## src/rtl/binary_divider_sequential_if.sv

```systemverilog
// ----------------------------------------------------------------------------
// binary_divider_sequential_if
//   Request/result bundle for the sequential restoring divider.
//   Parameter N : divisor/remainder width; dividend and quotient are 2N bits.
//   Signals:
//     start       requester -> divider  request, looked at only while idle
//     dividend    requester -> divider  2N-bit dividend, captured on accept
//     divisor     requester -> divider  N-bit divisor, captured on accept
//     busy        divider -> requester  high while iterating
//     done        divider -> requester  one-cycle pulse, results valid
//     quotient    divider -> requester  2N-bit result, held between operations
//     remainder   divider -> requester  N-bit result, held between operations
//     div_by_zero divider -> requester  flags a zero divisor, reported with done
//   Modports: master = requester side, slave = divider side.
// ----------------------------------------------------------------------------
interface binary_divider_sequential_if #(
    parameter int N = 4
);
    logic             start;
    logic [2*N-1:0]   dividend;
    logic [N-1:0]     divisor;
    logic             busy;
    logic             done;
    logic [2*N-1:0]   quotient;
    logic [N-1:0]     remainder;
    logic             div_by_zero;

    modport master (
        output start, dividend, divisor,
        input  busy, done, quotient, remainder, div_by_zero
    );

    modport slave (
        input  start, dividend, divisor,
        output busy, done, quotient, remainder, div_by_zero
    );
endinterface

```

## src/rtl/binary_divider_sequential.sv

```systemverilog
// ----------------------------------------------------------------------------
// binary_divider_sequential
//   Sequential restoring divider: 2N-bit dividend / N-bit divisor, producing a
//   2N-bit quotient and N-bit remainder, one quotient bit per clock (2N steps).
//   A zero divisor short-circuits straight to the result cycle with an
//   all-ones quotient, zero remainder and div_by_zero set.
//   Ports:
//     clk  in  single clock, rising edge
//     rst  in  synchronous, active-high; aborts any operation, clears outputs
//     bus  slave modport of binary_divider_sequential_if (request/result)
// ----------------------------------------------------------------------------
module binary_divider_sequential #(
    parameter int N = 4
) (
    input  logic                           clk,
    input  logic                           rst,
    binary_divider_sequential_if.slave     bus
);
    localparam int CNT_W = $clog2(2*N + 1);

    typedef enum logic [1:0] {
        S_IDLE = 2'd0,
        S_RUN  = 2'd1,
        S_DONE = 2'd2
    } state_t;

    state_t           state_q, state_d;
    logic [2*N-1:0]   d_q,     d_d;      // dividend shift register
    logic [N-1:0]     v_q,     v_d;      // captured divisor
    logic [N-1:0]     r_q,     r_d;      // partial remainder (low N bits)
    logic [2*N-1:0]   qacc_q,  qacc_d;   // quotient being assembled
    logic [CNT_W-1:0] cnt_q,   cnt_d;
    logic [2*N-1:0]   quot_q,  quot_d;
    logic [N-1:0]     rem_q,   rem_d;
    logic             dbz_q,   dbz_d;

    // The trial value is the N+1-bit partial remainder. Its top bit is always
    // zero between steps (a restored remainder is below the divisor), so only
    // the low N bits need storing.
    logic [N:0]       trial;
    logic [N-1:0]     diff;
    logic             ge;

    always_comb begin
        trial = {r_q, d_q[2*N-1]};
        ge    = (trial >= {1'b0, v_q});
        // Only consumed when trial >= divisor; the true difference is then
        // below the divisor, so the N-bit modular subtract is exact.
        diff  = trial[N-1:0] - v_q;
    end

    always_comb begin
        state_d = state_q;
        d_d     = d_q;
        v_d     = v_q;
        r_d     = r_q;
        qacc_d  = qacc_q;
        cnt_d   = cnt_q;
        quot_d  = quot_q;
        rem_d   = rem_q;
        dbz_d   = dbz_q;

        case (state_q)
            S_IDLE: begin
                if (bus.start) begin
                    if (bus.divisor != '0) begin
                        d_d     = bus.dividend;
                        v_d     = bus.divisor;
                        r_d     = '0;
                        qacc_d  = '0;
                        cnt_d   = CNT_W'(2*N);
                        dbz_d   = 1'b0;
                        state_d = S_RUN;
                    end else begin
                        quot_d  = '1;
                        rem_d   = '0;
                        dbz_d   = 1'b1;
                        state_d = S_DONE;
                    end
                end
            end

            S_RUN: begin
                d_d    = {d_q[2*N-2:0], 1'b0};
                r_d    = ge ? diff : trial[N-1:0];
                qacc_d = {qacc_q[2*N-2:0], ge};
                cnt_d  = cnt_q - CNT_W'(1);
                // Last step: publish the results from this step's values.
                if (cnt_q == CNT_W'(1)) begin
                    quot_d  = {qacc_q[2*N-2:0], ge};
                    rem_d   = ge ? diff : trial[N-1:0];
                    state_d = S_DONE;
                end
            end

            S_DONE: begin
                state_d = S_IDLE;
            end

            default: begin
                state_d = S_IDLE;
            end
        endcase
    end

    always_ff @(posedge clk) begin
        if (rst) begin
            state_q <= S_IDLE;
            d_q     <= '0;
            v_q     <= '0;
            r_q     <= '0;
            qacc_q  <= '0;
            cnt_q   <= '0;
            quot_q  <= '0;
            rem_q   <= '0;
            dbz_q   <= 1'b0;
        end else begin
            state_q <= state_d;
            d_q     <= d_d;
            v_q     <= v_d;
            r_q     <= r_d;
            qacc_q  <= qacc_d;
            cnt_q   <= cnt_d;
            quot_q  <= quot_d;
            rem_q   <= rem_d;
            dbz_q   <= dbz_d;
        end
    end

    assign bus.busy        = (state_q == S_RUN);
    assign bus.done        = (state_q == S_DONE);
    assign bus.quotient    = quot_q;
    assign bus.remainder   = rem_q;
    assign bus.div_by_zero = dbz_q;

endmodule
```

## src/flat_wrapper.sv

```systemverilog
// flat-port wrapper written by rule: the top's interface ports become plain ports
module binary_divider_sequential_flat 
#(
    parameter int N = 4
)
  (clk, rst, bus_start, bus_dividend, bus_divisor, bus_busy, bus_done, bus_quotient, bus_remainder, bus_div_by_zero);
  binary_divider_sequential_if #(.N(N)) bus_i ();
  input  logic clk;
  input  logic rst;
  input wire logic [$bits(bus_i.start)-1:0] bus_start;
  input wire logic [$bits(bus_i.dividend)-1:0] bus_dividend;
  input wire logic [$bits(bus_i.divisor)-1:0] bus_divisor;
  output wire logic [$bits(bus_i.busy)-1:0] bus_busy;
  output wire logic [$bits(bus_i.done)-1:0] bus_done;
  output wire logic [$bits(bus_i.quotient)-1:0] bus_quotient;
  output wire logic [$bits(bus_i.remainder)-1:0] bus_remainder;
  output wire logic [$bits(bus_i.div_by_zero)-1:0] bus_div_by_zero;
  assign bus_i.start = bus_start;
  assign bus_i.dividend = bus_dividend;
  assign bus_i.divisor = bus_divisor;
  assign bus_busy = bus_i.busy;
  assign bus_done = bus_i.done;
  assign bus_quotient = bus_i.quotient;
  assign bus_remainder = bus_i.remainder;
  assign bus_div_by_zero = bus_i.div_by_zero;
  binary_divider_sequential #(.N(N)) u_core (.clk(clk), .rst(rst), .bus(bus_i));
endmodule
```

## config.mk

```make
export PLATFORM = sky130hd
export DESIGN_NAME = binary_divider_sequential_flat
export DESIGN_NICKNAME = d
export VERILOG_FILES = /design/src/rtl/binary_divider_sequential_if.sv /design/src/rtl/binary_divider_sequential.sv /design/src/flat_wrapper.sv
export SDC_FILE = /design/constraint.sdc
export NUM_CORES = 1
export LEC_CHECK = 0
export ABC_AREA = 1
export CORE_MARGIN = 2
export CORE_UTILIZATION = 45
export DETAILED_ROUTE_END_ITERATION = 6
export PLACE_DENSITY_LB_ADDON = 0.25
export RECOVER_POWER = 100
export SYNTH_ARGS = -nofsm -noshare
export SYNTH_HDL_FRONTEND = slang
export SYNTH_SLANG_ARGS = --single-unit
```

## constraint.sdc

```tcl
create_clock -name clk -period 2.95 [get_ports clk]
set_input_delay 0.59 -clock clk [delete_from_list [all_inputs] [get_ports clk]]
set_output_delay 0.59 -clock clk [all_outputs]
set_load 0.02 [all_outputs]
```

-- Word-level counts from Yosys, hierarchy flattened
Index checks and enable logic that the tools add are counted.
- register bits after elaboration: 42
- input bits: 15
- output and inout bits: 15
- word-level logic and storage cells: 53
- add/sub/neg operators: 2
- $lt $le $gt $ge: 1
- equality and inequality tests: 7
- multiplexer cells: 26
- reductions and logical operators: 8
- operator list (operator ; count):
    $mux 8 ; 5
    $mux 4 ; 8
    $pmux 8 s2 ; 2
    $pmux 4 s2 ; 3
    $mux 7 ; 2
    $pmux 7 s2 ; 1
    $mux 2 ; 3
    $reduce_and 3->1 ; 2
    $ge 5x4->1 ; 1
    $eq 4x1->1 const B ; 1
    $ne 2x1->1 const B ; 2
    $ne 2x2->1 const B ; 2
    $pmux 2 s2 ; 1
    $reduce_and 2->1 ; 2
    $reduce_and 4->1 ; 1
    $reduce_bool 4->1 ; 1
    $sub 4x1->4 const B ; 1
    $sub 4x4->4 ; 1
    $eq 2x1->1 const B ; 1
    $eq 2x2->1 const B ; 1
    $logic_not 2->1 ; 1
    $reduce_bool 2->1 ; 1
    $mux 1 ; 1

-- Longest topological paths before layout
Gate-level depths: netlist of the first run.
- depth after elaboration: 4
- gate-level depth with buffers: 12
- gate-level depth less buffers: 12

-- Least setup slack after synthesis of the first run
No wires, ideal clock.
- kind: flip-flop to flip-flop
- from: register u_core.v_q[2]
- to: register u_core.rem_q[1] (netlist: u_core.bus.remainder[1])
- library setup time: 0.109 ns
- data arrival time: 1.353 ns
- data required time: 2.841 ns
- path slack: 1.488 ns
- stages on the path, launching flop included: 11
- buffers on the path: 0
- clock period less this slack: 1.462 ns
- path through: dfxtp_1 -> inv_1 -> ha_1 -> a21oi_2 -> nand2_1 -> nand2_1 -> nand2_2 -> nand3_1 -> nand3_1 -> nand2_1 -> inv_1
- cells in the longest elaborated chain, start to end: 4
- RTL lines (what ; RTL line ; text):
    start, declared ; binary_divider_sequential.sv:29 ; logic [N-1:0] v_q, v_d;
    start signal, assigned ; binary_divider_sequential.sv:120 ; v_q <= v_d;
    $ge 5x4->1 ; binary_divider_sequential.sv:46 ; ge = (trial >= {1'b0, v_q});
    $mux 4 ; binary_divider_sequential.sv:91 ; rem_d = ge ? diff : trial[N-1:0];
    $mux 4 ; binary_divider_sequential.sv:89 ; if (cnt_q == CNT_W'(1)) begin
    $pmux 4 s2 ; binary_divider_sequential.sv:63 ; case (state_q)
    end signal, assigned ; binary_divider_sequential.sv:125 ; rem_q <= rem_d;
    end, declared ; binary_divider_sequential.sv:34 ; logic [N-1:0] rem_q, rem_d;
No other way between the ends. The select of a mux whose other input is x is not followed.
A chain may end at the register's enable or synchronous reset.

-- Final worst setup path of the first run
- from: register u_core.state_q[0]
- to: output port bus_busy
- cells in the longest elaborated chain, start to end: 1
- RTL lines (what ; RTL line ; text):
    start, declared ; binary_divider_sequential.sv:27 ; state_t state_q, state_d;
    start signal, assigned ; binary_divider_sequential.sv:118 ; state_q <= state_d;
    $eq 2x1->1 ; binary_divider_sequential.sv:130 ; assign bus.busy = (state_q == S_RUN);
    end, declared ; flat_wrapper.sv:13 ; output wire logic [$bits(bus_i.busy)-1:0] bus_busy;
No other way between the ends.

==> results of run 1 <==
==> synthesized netlist by cell type, drive strengths merged <==
cell and number:
fa 1, a22oi 6, nand4 5, nand2 56, nor2 29, buf 10
or2 1, dfxtp 42, clkbuf 2, ha 6, xor2 1, inv 39
nand3 18, a21oi 20, xnor2 1, o21ai 24, nor3 7
==> worst max-delay path, delay by kind of cell, from the launching register on <==
kind	cells	cell delay (ns)
buf+inv	2	1.05
flops	1	0.42
simple gates	1	0.18
==> power breakdown <==
part           internal [mW]  leakage (nW)  switching (mW)  total, mW
Clock                  0.189        0.0482           0.189      0.378
Sequential             0.628         0.344          0.0324      0.661
Combinational          0.149         0.715           0.249      0.398
Total                  0.966          1.11           0.471       1.44
==> state kept, by name, indices dropped and copies added, names as in the netlist <==
| signal | cells |
|---|---|
| u_core.bus.quotient | 8 |
| u_core.d_q | 8 |
| u_core.qacc_q | 7 |
| u_core.bus.remainder | 4 |
| u_core.cnt_q | 4 |
| u_core.r_q | 4 |
| u_core.v_q | 4 |
| u_core.state_q | 2 |
| u_core.bus.div_by_zero | 1 |
==> per-layer routing <==
metal | vias to the layer above | global-route usage (%) | wire (microns)
li1 | 907 | - | -
met4 | 0 | 5.451 | 29
met5 | - | 0 | 0
met2 | 27 | 28.56 | 1812
met3 | 5 | 5.271 | 163
met1 | 764 | 20.96 | 1946
==> per-stage QoR <==
step / setup slack [ns] / instances
floorplan: 1.488 / 268
global placement: 0.7425 / 338
detailed placement: 0.7294 / 338
CTS: 0.4983 / 346
global route: 0.2948 / 346
finish: 0.4056 / 346
==> logic make-up (layout without fill, tap and decap cells) <==
family | after synthesis | after routing | synth area share (%)
XOR/XNOR | 2 | 2 | 0.8708
AND/OR/NAND/NOR | 116 | 116 | 25.81
adder cells (fa/ha/maj) | 7 | 7 | 4.726
flip-flops | 42 | 42 | 41.79
buffers and inverters | 51 | 77 | 11.57
AO/OA/AOI/OAI | 50 | 50 | 15.24
==> path summary, 6_finish.rpt <==
| check | startpoint | end | slack (ns) | cells past startpoint |
|---|---|---|---|---|
| setup / recovery | u_core.state_q[0] | bus_busy | 0.41 | 3 |
| hold / removal | u_core.d_q[1] | u_core.d_q[1] | 0.47 | 2 |
| setup reg to reg | u_core.state_q[1] | u_core.bus.quotient[2] | 0.74 | 8 |
| hold reg to reg | u_core.d_q[1] | u_core.d_q[1] | 0.47 | 2 |
==> layout make-up <==
class | count | area share, %
flip-flops and latches | 42 | 35.78
clock buffers | 7 | 3.674
repair buffers | 30 | 12.67
inverters | 39 | 6.230
well taps | 52 | 2.769
clock inverters | 1 | 0.2130
multi-input cells | 175 | 38.66
==> impl_results.md, run 1 <==
- Outcome: finished clean
- Min Hold Slack: about 0.47 ns
- Largest area contributor in the netlist: dfxtp_1
- Starting Density: a little under half
- Syn Nets: 290
- Hold Buf Count CTS: 0
- CP Class: flip-flop to output pin
- TritonRoute pass-1 iters: 4
- Fin crit share: 86.25%
- Core Area: about 0.0043 sq mm
- Die X: between 70 and 80 microns
- Worst-Skew Late Latency: slightly below 0.3 ns
- TritonCTS clock tree: built
- Setup Buffers After CTS: 0
- HP Class: flip-flop to flip-flop
- HPWL Detailed: 2694 microns
- Max incr delay on CP: about 0.69 ns
- Util after Layout: a little over half
- Largest net degree at the start of global routing: 28
- # setup viols final: 0
- H-tree lvl count: 2
- First-pass GRT wire length: just under 7000 microns
- Clock Tree Buf Depth: 2
- Post-synth top area share: between 40% and 50%
- Die Footprint: between 0.005 and 0.006 sq mm
- Synthesis-stage register bit count: 42
- Remaining Overflow, GRT: 0
- Number of max-cap violations: 0
- FF+latch area: 840.8 sq um
- Slew @ Worst Pin: roughly 0.82 ns
- Antenna Nets Post-Route: 0
- Post-CTS Resized: 0
- Global placement routability congestion: 0.7527
- Peak supply drop: between 0.3 and 0.4 mV
- Num rows: 24
- Maximum fanout along the worst path: 23
- Post-DP Area: approximately 0.0023 sq mm
- Critical path data arrival time: 1.95 ns
- Ant. Diodes: 0
- Final Hold Fails: 0
- Area of the multi-input gates: approximately 910 sq um
- CP endpoint kind: output pin
- Cell area after layout: between 0.002 and 0.0025 sq mm
- Die height: approximately 71 microns
- Layout Skew: 0.005410 ns
- Max-slew headroom: 45.26%
- Number of antenna violations at the first check in global routing: 0
- Total power: roughly 1.4 mW
- Layout cell share with drive strength beyond 1: 7.823%
- IO buf count: 29
- CP cell instances: nand2_4 -> inv_2 -> clkdlybuf4s50_1
- Via count of the first global-routing pass: about 1600
- Startpoint types: flip-flop
- Top Ports: 30
- Via total after detailed routing: 1703
- FMAX: ~390 MHz
- Synth unique cells: 29
- Pleak: between 1 and 1.5 nW
- Initial DRC count: 122
- Commonest non-fill, non-tap cell in the layout: nand2_1
- Yosys warnings: 0
- Tot GR Track Use: between 10% and 20%
- Fin crit period: 2.544 ns
- Synthesized cell area: around 0.0020 sq mm
- Mapped Cells: around 270
- Slowest CP cell: clkdlybuf4s50_1
- Unrepaired setup endpoints after global routing: no
- Vias per inst: slightly below 5
- Final Max Tran Viols: 0
- Root Driver: clkbuf_8
- Drt drc: 0
- Most frequent cells in the layout: nand2_1 (53), dfxtp_1 (42), inv_1 (36)
- Fill cell count: ~440
- Post-Route WL: slightly below 4000 microns
- Sequential area share after synthesis: 41.79%
- Clk pin slew, worst setup/hold paths: roughly 0.080 ns
- Post-Route Setup TNS: 0 ns
- Number of CTS-inserted buffers: 5
- Worst path required time: 2.36 ns
- Wirelength per Cell: ~11 microns
- Area Growth Syn to Fin: 16.79%
- Fin nets: 315
- Average size of a mapped cell: around 7.5 sq um
- Top post-synthesis cells by area: dfxtp_1 (42%), nand2_1 (9.7%), inv_1 (6.7%)
- Pwr dens: about 600 mW/mm^2
- Clock net sink count: 42
(Power assumes the default switching activity.)
==> run 2: changes to the inputs <==
CORE_MARGIN = 5   (was 2)
==> run 2 against run 1 <==
Effect of this change: worst hold slack lost 0.014 ns; register-to-register slack lost 0.03 ns; largest cell class unchanged; cell area is the same; clock-buffer cell count is the same; setup slack lost 0.0052 ns; largest power group unchanged; clock power is essentially flat; sequential share of layout area is the same; highest routed layer unchanged; sequential power is essentially flat.
==> impl_results.md, run 2 (synthesized netlist as in run 1, its figures left out) <==
- Layout cell share with drive strength beyond 1: 7.823% (unchanged)
- Tot GR Track Use: 14.81% (was 17.05%)
- First-pass GRT wire length: 7176 microns (was 6962 microns)
- Starting Density: 46.21% (was 46.53%)
- Switching part of the total power: 32.90% (was 32.78%)
- Clock Tree Buf Depth: 2 (unchanged)
- Hold path start: u_core.d_q[1] (unchanged)
- Via total after detailed routing: 1691 (was 1703)
- IO buf count: 29 (unchanged)
- Total power: 1.439 mW (was 1.437 mW)
- Via count of the first global-routing pass: 1600 (was 1640)
- Die height: 76.87 microns (was 70.87 microns)
- Pleak: 1.108 nW (about the same)
- Pwr dens: 612.6 mW/mm^2 (was 611.6 mW/mm^2)
- Number of antenna violations at the first check in global routing: 0 (unchanged)
- Hold Buf Count CTS: 0 (unchanged)
- Peak supply drop: 0.2795 mV (was 0.3034 mV)
- Clk pin slew, worst setup/hold paths: 0.08 ns (about the same)
- CP Class: flip-flop to output pin (unchanged)
- HP Class: flip-flop to flip-flop (unchanged)
- Max incr delay on CP: 0.70 ns (was 0.69 ns)
- HPWL Detailed: 2819 microns (was 2694 microns)
- TritonRoute pass-1 iters: 4 (unchanged)
- Combinational group share of total power: 27.8% (was 27.7%)
- Slew @ Worst Pin: 0.8418 ns (was 0.8191 ns)
- Seq pwr share: 45.9% (was 46.0%)
- FMAX: 392.2 MHz (was 393.0 MHz)
- Unrepaired setup endpoints after global routing: no (unchanged)
- Wirelength per Cell: 11.85 microns (was 11.42 microns)
- Post-CTS Resized: 0 (unchanged)
- Layout Skew: 0.006657 ns (was 0.005410 ns)
- Outcome: finished clean (unchanged)
- Worst Setup EP: bus_busy (unchanged)
- Fin crit period: 2.550 ns (was 2.544 ns)
- Fin crit share: 86.43% (was 86.25%)
- H-tree lvl count: 2 (unchanged)
- Fill cell count: 445 (was 435)
- Remaining Overflow, GRT: 0 (unchanged)
- # setup viols final: 0 (unchanged)
- Top Ports: 30 (unchanged)
- Number of CTS-inserted buffers: 5 (unchanged)
- Post-Route Setup TNS: 0 ns (unchanged)
- Ant. Diodes: 0 (unchanged)
- Final Max Tran Viols: 0 (unchanged)
- Antenna Nets Post-Route: 0 (unchanged)
- Num rows: 24 (unchanged)
- Worst slack at placement: 0.7608 ns (was 0.7294 ns)
- TritonCTS clock tree: built (unchanged)
- Die Footprint: 0.005908 sq mm (was 0.005022 sq mm)
- CP endpoint kind: output pin (unchanged)
- Util after Layout: 53.97% (was 54.34%)
- Drt drc: 0 (unchanged)
- Fin nets: 315 (unchanged)
- CP Launch Point: u_core.state_q[0] (unchanged)
- Critical path data arrival time: 1.96 ns (was 1.95 ns)
- Cell internal pwr: 0.9658 mW (was 0.9660 mW)
- Crit Reg-Reg Startpoint: u_core.state_q[1] (unchanged)
- Root Driver: clkbuf_8 (unchanged)
- R2r setup slk: 0.71 ns (was 0.74 ns)
- Post-Route WL: 4101 microns (was 3952 microns)
- Die X: 76.87 microns (was 70.87 microns)
- Vias per inst: 4.887 (was 4.922)
- Global placement routability congestion: 0.7807 (was 0.7527)
- FF-to-FF path depth: 8 (unchanged)
- Setup ws final: 0.4005 ns (was 0.4056 ns)
- Area Growth Syn to Fin: 16.79% (unchanged)
- Psw: 0.4736 mW (was 0.4711 mW)
- Min Hold Slack: 0.4519 ns (was 0.4657 ns)
- Worst-Skew Late Latency: 0.30 ns (was 0.29 ns)
- Slowest CP cell: clkdlybuf4s50_1 (unchanged)
- Startpoint types: flip-flop (unchanged)
- Largest net degree at the start of global routing: 28 (unchanged)
- Commonest non-fill, non-tap cell in the layout: nand2_1 (unchanged)
- Max-slew headroom: 43.74% (was 45.26%)
- Final Hold Fails: 0 (unchanged)
- Clock net sink count: 42 (unchanged)
- Number of max-cap violations: 0 (unchanged)
- Maximum fanout along the worst path: 23 (unchanged)
- Core Area: 0.004354 sq mm (was 0.004324 sq mm)
- Most frequent cells in the layout: nand2_1 (53), dfxtp_1 (42), inv_1 (36) (unchanged)
- Worst path required time: 2.36 ns (about the same)
- Setup Buffers After CTS: 0 (unchanged)
- Clock network power share: 26.3% (about the same)
- FF-to-FF End: u_core.bus.quotient[2] (unchanged)
- CP cell instances: nand2_4 -> inv_2 -> clkdlybuf4s50_1 (unchanged)
- Initial DRC count: 111 (was 122)
==> run 2: cell counts in the layout (fill, tap and decap cells not counted) <==
No cell type changed its count.
==> run 2: worst max-delay path: cells and delay by family, from the launching register on <==
kind / cells / cell delay [ns]
buffers and inverters: 2 / 1.07
DFF: 1 / 0.42
and+or+nand+nor: 1 / 0.18
==> run 2: power groups by stage <==
stage          clock network, mW  logic [mW]  registers, mW
2_1_floorplan                  0       0.288          0.699
3_3_place_gp                   0       0.422          0.675
3_5_place_dp                   0       0.423          0.676
4_1_cts                    0.391       0.426          0.663
5_1_grt                    0.415       0.457          0.668
6_report                   0.378       0.400          0.661
==> run 2: metrics by stage <==
step | area [sq um] | cells
6_report | 2350 | 346
5_1_grt | 2350 | 346
4_1_cts | 2382 | 346
3_5_place_dp | 2291 | 338
3_3_place_gp | 2291 | 338
2_1_floorplan | 2012 | 268
==> run 2: layout make-up <==
class	count	area [sq um]	area share [%]
Clock inverter	1	5.005	0.2130
Inverter	39	146.4	6.230
Timing Repair Buffer	30	297.8	12.67
Multi-Input combinational cell	175	908.4	38.66
Clock buffer	7	86.33	3.674
Sequential cell	42	840.8	35.78
Tap cell	52	65.06	2.769
==> run 2: how the worst min path moves through the flow <==
| stage | cells after the start | to | slack (ns) |
|---|---|---|---|
| final | 2 | u_core.d_q[1] | 0.45 |
| after global routing | 2 | u_core.d_q[1] | 0.48 |
| after CTS | 2 | u_core.d_q[1] | 0.45 |
| after detailed placement | 2 | u_core.d_q[1] | 0.44 |
| after global placement | 2 | u_core.d_q[1] | 0.44 |
| after floorplan | 2 | u_core.d_q[1] | 0.42 |
==> run 2: metal layers <==
metal	vias up	routed length (microns)	GRT usage (%)
li1	908	-	-
met1	745	2091	19.46
met2	33	1780	22.84
met3	5	179	5.269
met4	0	49	4.196
met5	-	0	0
